--- config.mk ---
export PLATFORM = sky130hd
export DESIGN_NAME = inst_fetch_queue
export DESIGN_NICKNAME = d
export VERILOG_FILES = /design/src/rtl/inst_fetch_queue.sv
export SDC_FILE = /design/constraint.sdc
export NUM_CORES = 1
export LEC_CHECK = 0
export ABC_AREA = 1
export ABC_CLOCK_PERIOD_IN_PS = 4630
export CORE_MARGIN = 2
export CORE_UTILIZATION = 40
export DETAILED_ROUTE_END_ITERATION = 10
export PLACE_DENSITY = 0.69
export SLEW_MARGIN = 30
export SYNTH_ARGS = -nofsm -noshare
export SYNTH_HDL_FRONTEND = slang
export SYNTH_SLANG_ARGS = --single-unit
--- constraint.sdc ---
create_clock -name clk -period 4.63 [get_ports clk]
set_clock_uncertainty 0.2 [all_clocks]
set_input_delay 0.926 -clock clk [delete_from_list [all_inputs] [get_ports clk]]
set_output_delay 0.926 -clock clk [all_outputs]
set_load 0.01 [all_outputs]
--- src/rtl/inst_fetch_queue.sv ---
// Instruction fetch queue: owns the fetch PC, issues one imem read at a time and buffers {pc, inst}.
// Optional build macro IFQ_STATS_EN adds fetch_cnt/flush_cnt statistics outputs.
module inst_fetch_queue #(
  parameter int unsigned DEPTH    = 4,
  parameter logic [31:0] RESET_PC = 32'h0000_0000
) (
  input  logic        clk,
  input  logic        rst_n,
  output logic        imem_req,
  output logic [31:0] imem_addr,
  input  logic        imem_ack,
  input  logic [31:0] imem_rdata,
  input  logic        redirect_valid,
  input  logic [31:0] redirect_pc,
  output logic        inst_valid,
  input  logic        inst_ready,
  output logic [31:0] inst_data,
  output logic [31:0] inst_pc
`ifdef IFQ_STATS_EN
  ,
  output logic [31:0] fetch_cnt,
  output logic [15:0] flush_cnt
`endif
);

  localparam int unsigned AW = (DEPTH > 1) ? $clog2(DEPTH) : 1;
  localparam logic [AW:0] DEPTH_C = (AW + 1)'(DEPTH);
  localparam logic [31:0] RESET_PC_A = {RESET_PC[31:2], 2'b00};

  typedef enum logic [1:0] {S_IDLE, S_REQ, S_DROP} state_t;

  state_t        state_q, state_d;
  logic [AW-1:0] rd_ptr_q, rd_ptr_d, wr_ptr_q, wr_ptr_d;
  logic [AW:0]   count_q, count_d;
  logic [31:0]   fetch_pc_q, fetch_pc_d;
  logic [31:0]   addr_q, addr_d;
  logic          req_q, req_d;
  logic          valid_q, valid_d;
  logic [31:0]   data_q, data_d, pc_q, pc_d;
  logic [63:0]   mem_q [DEPTH];
  logic [63:0]   head;
  logic          push, pop;

  always_comb begin
    push       = (state_q == S_REQ) && imem_ack && !redirect_valid;
    pop        = valid_q && inst_ready && !redirect_valid;
    state_d    = state_q;
    addr_d     = addr_q;
    rd_ptr_d   = rd_ptr_q;
    wr_ptr_d   = wr_ptr_q;
    count_d    = count_q;
    fetch_pc_d = fetch_pc_q;
    pc_d       = pc_q;
    data_d     = data_q;
    head       = mem_q[rd_ptr_q];

    if (redirect_valid) begin
      rd_ptr_d   = '0;
      wr_ptr_d   = '0;
      count_d    = '0;
      fetch_pc_d = {redirect_pc[31:2], 2'b00};
    end else begin
      if (push) begin
        wr_ptr_d   = wr_ptr_q + AW'(1);
        fetch_pc_d = fetch_pc_q + 32'd4;
      end
      if (pop) rd_ptr_d = rd_ptr_q + AW'(1);
      count_d = count_q + {{AW{1'b0}}, push} - {{AW{1'b0}}, pop};
    end

    // A request in flight cannot be withdrawn, so a redirect without ack parks in DROP.
    case (state_q)
      S_IDLE: begin
        if (!redirect_valid && (count_q < DEPTH_C)) begin
          state_d = S_REQ;
          addr_d  = fetch_pc_q;
        end
      end
      S_REQ: begin
        if (redirect_valid) begin
          state_d = imem_ack ? S_IDLE : S_DROP;
        end else if (imem_ack) begin
          if (count_d < DEPTH_C) begin
            state_d = S_REQ;
            addr_d  = fetch_pc_q + 32'd4;
          end else begin
            state_d = S_IDLE;
          end
        end
      end
      S_DROP: begin
        if (imem_ack) state_d = S_IDLE;
      end
      default: state_d = S_IDLE;
    endcase

    req_d   = (state_d != S_IDLE);
    valid_d = (count_d != '0);
    // The word being pushed becomes the head when it lands at the new read pointer.
    if (push && (rd_ptr_d == wr_ptr_q)) head = {fetch_pc_q, imem_rdata};
    else                                head = mem_q[rd_ptr_d];
    if (valid_d) {pc_d, data_d} = head;
  end

  always_ff @(posedge clk or negedge rst_n) begin
    if (!rst_n) begin
      state_q    <= S_IDLE;
      rd_ptr_q   <= '0;
      wr_ptr_q   <= '0;
      count_q    <= '0;
      fetch_pc_q <= RESET_PC_A;
      addr_q     <= '0;
      req_q      <= 1'b0;
      valid_q    <= 1'b0;
      data_q     <= '0;
      pc_q       <= '0;
    end else begin
      state_q    <= state_d;
      rd_ptr_q   <= rd_ptr_d;
      wr_ptr_q   <= wr_ptr_d;
      count_q    <= count_d;
      fetch_pc_q <= fetch_pc_d;
      addr_q     <= addr_d;
      req_q      <= req_d;
      valid_q    <= valid_d;
      data_q     <= data_d;
      pc_q       <= pc_d;
    end
  end

  always_ff @(posedge clk) begin
    if (push) mem_q[wr_ptr_q] <= {fetch_pc_q, imem_rdata};
  end

  assign imem_req   = req_q;
  assign imem_addr  = addr_q;
  assign inst_valid = valid_q;
  assign inst_data  = data_q;
  assign inst_pc    = pc_q;

`ifdef IFQ_STATS_EN
  logic [31:0] fetch_cnt_q;
  logic [15:0] flush_cnt_q;

  always_ff @(posedge clk or negedge rst_n) begin
    if (!rst_n) begin
      fetch_cnt_q <= '0;
      flush_cnt_q <= '0;
    end else begin
      if (push)           fetch_cnt_q <= fetch_cnt_q + 32'd1;
      if (redirect_valid) flush_cnt_q <= flush_cnt_q + 16'd1;
    end
  end

  assign fetch_cnt = fetch_cnt_q;
  assign flush_cnt = flush_cnt_q;
`endif

endmodule

==> impl_metrics.toml <==
[layout]
final_cells = 2516
syn_to_final_growth_pct = 20.2
final_area_mm2 = 0.0207
nets = 2014
drive_gt1_share_pct = 6.20
final_util_pct = 48.5

[placed_design]
place_area_mm2 = 0.0194
place_inst = 2440
port_buffers = 160
hpwlAfterDp_um = 29400
gp_congestion = 0.930

[power]
power_density_mw_per_mm2 = 530
power_leakage_nw = 8.53
peakVddDrop_mv = 0.307
p_total_mw = 11.0

[clock_tree]
cts.clk_slew.worst_paths_ns = 0.06
root_buffer = "clkbuf_16"
clock_sink_count = 381
postCtsSetupRepairBufs = 0
cts_tree = "done"
cts-resized-gates = 0
cts-buffers-inserted = 41
cts.path.max_buffers = 3
insertion_delay_ns = 0.56
htree_levels = 2
holdBufCountCts = 0

[sta]
tightest_slew_ns = 0.964
rsz0062_at_grt = "false"
maxSlewHeadroom_pct = 35.7
fin_crit_sh_pct = 74.7
max_freq_mhz = 289
tns_ns = 0
min_period_ns = 3.46
slew_viol_final = 0
setup_viol = 0
hold_violations = 0

[job]
cap_viol_max_count = 0

[logic_synthesis]
synth_area_mm2 = 0.0173
muxShareOfSynthArea_pct = 0
synth_edf_count = 248
yosys_warnings = 0
ys_seq_area_share_pct = 62.5
synthDominantCellAreaShare_pct = 43.2
synth_seq_cells = 381
synth_area_leaders = "edfxtp_1 (43%), dfrtp_1 (19%), nand2_1 (14%), nand3_1 (8.8%), nand4_1 (4.7%)"
yosysMostFrequentCell = "nand2_1"
synth_fa_ha_area_share_pct = 0.624
async_reset_ff_share_pct = 34.9
synth_area_leader_cell = "edfxtp_1"
ys_types = 27
netlist_top_cells_count = "nand2_1 (647), nand3_1 (302), edfxtp_1 (248)"
synth_compound_area_share_pct = 2.15
synth_top_family_by_area = "simple AND/OR/NAND/NOR gates"
ys.flop_type = "edfxtp_1"
synth-simple-area-share_pct = 29.3
syn_area_per_cell_um2 = 9.51
synthCells = 1815
synth_xor_xnor_area_share_pct = 0.457

[grt]
grt_pass1_wl_um = 76500
grt_overflow = 0
grt_pass1_vias = 13600
antenna_found_initial = 1
grt_util_all_layers_pct = 22.2
grt_start_max_net_pins = 126

[routing]
drc = 0
final_antenna_net_count = 0
drtIter0Drc = 1104
drtPass1Iterations = 8
wl_per_cell_um = 19.3
via_per_inst = 5.38
vias = 13500
routed_wl_um = 48700

[floorplan]
core_mm2 = 0.0428
die_h_um = 212
num_io_pins = 167
num_rows = 76
die_area_mm2 = 0.0448
start_util_pct = 40.3
die_w_um = 212

[worst_setup_path]
worstSetupPathType = "primary input to register"
crit_required_ns = 4.85
cp_max_fo = 33
worst_ep_arrival_time_ns = 3.68
crit_path_end_kind = "register"
start_kind = "primary input"

[run_status]
outcome = "finished, final reports clean"

[hold_path]
min_path_type = "primary input to asynchronous set/reset pin"
## worst paths after layout
| kind | start | to | slack (ns) | depth (start not counted) |
|---|---|---|---|---|
| worst max-delay path | imem_ack | imem_addr[9]$_DFFE_PN0P_ | 1.17 | 16 |
| worst min-delay path | rst_n | inst_data[19]$_DFFE_PN0P_ | 0.19 | 1 |
| worst max register to register | state_q[1]$_DFF_PN0_ | imem_addr[9]$_DFFE_PN0P_ | 1.56 | 16 |
| worst min register to register | inst_data[3]$_DFFE_PN0P_ | inst_data[3]$_DFFE_PN0P_ | 0.28 | 2 |
| max in group asynchronous | rst_n | fetch_pc_q[23]$_DFFE_PN0N_ | 3.06 | 2 |
| min in group clk | inst_data[3]$_DFFE_PN0P_ | inst_data[3]$_DFFE_PN0P_ | 0.28 | 2 |
## cells by family after synthesis
logic type,after synthesis
XOR/XNOR,9
adder cells (fa/ha/maj),8
AO/OA/AOI/OAI,58
flip-flops,381
AND/OR/NAND/NOR,1145
other,1
buffers and inverters,213
## state kept, by name, summed over array words and instances, names as in the netlist, 2 cells and up
name and flops:
imem_addr 30, mem_q 248, count_q 3, wr_ptr_q 2, inst_pc 30, state_q 2, rd_ptr_q 2, inst_data 32
fetch_pc_q 30
## metrics by stage
| step | setup slack, ns | hold WS [ns] |
|---|---|---|
| after CTS | 1.19 | 0.233 |
| after global routing | 0.952 | 0.250 |
| after detailed placement | 0.588 | 0.265 |
| final | 1.17 | 0.188 |
| after global placement | 0.626 | 0.262 |
| after floorplan | -0.200 | 0.296 |
## report_power, final
part / switching (mW) / internal (mW)
combinational: 1.91 / 1.35
clock: 1.35 / 1.86
sequential: 0.352 / 4.18
total: 3.61 / 7.39
## layer usage
layer,wire length (um),up-vias,track usage [%]
met2,22900,448,36.2
met1,21300,6522,30.0
met3,3050,94,3.72
li1,-,6463,-
met4,1420,0,7.53
met5,0,-,0
## worst max-delay path: stages
cell             delay, ns
clkdlybuf4s50_1       0.53
nand2_1               0.12
nor2_2                0.11
inv_1                 0.06
ha_1                  0.26
inv_1                 0.05
ha_1                  0.13
inv_1                 0.04
fa_1                  0.37
nand3_1               0.09
nand3_1               0.13
nand2_1               0.15
nand2_1               0.06
nand2_1               0.10
buf_4                 0.37
o21ai_0               0.15
## cells in the final DEF (no fill, tap or decap), drive strengths merged
cell type,n
o21ai,26
diode,1
nor2,60
clkinv,11
or2,1
a21oi,2
clkdlybuf4s50,158
ha,7
conb,4
a31oi,1
nand3,305
o211ai,27
clkinvlp,4
clkbuf,56
inv,96
nand2,650
dfrtp,133
buf,38
o221ai,2
nand4,129
xor2,9
fa,1
bufinv,1
edfxtp,248
## final cells by class
class | instances | area, um^2
sequential | 381 | 10800
fill | 3923 | 22100
multi-input combinational | 1224 | 5680
clock buffer | 56 | 1190
inverter | 93 | 352
timing repair buffer | 196 | 1920
antenna | 1 | 2.50
clock inverter | 19 | 146
tap | 546 | 683
Power figures use the tool's default switching activity.
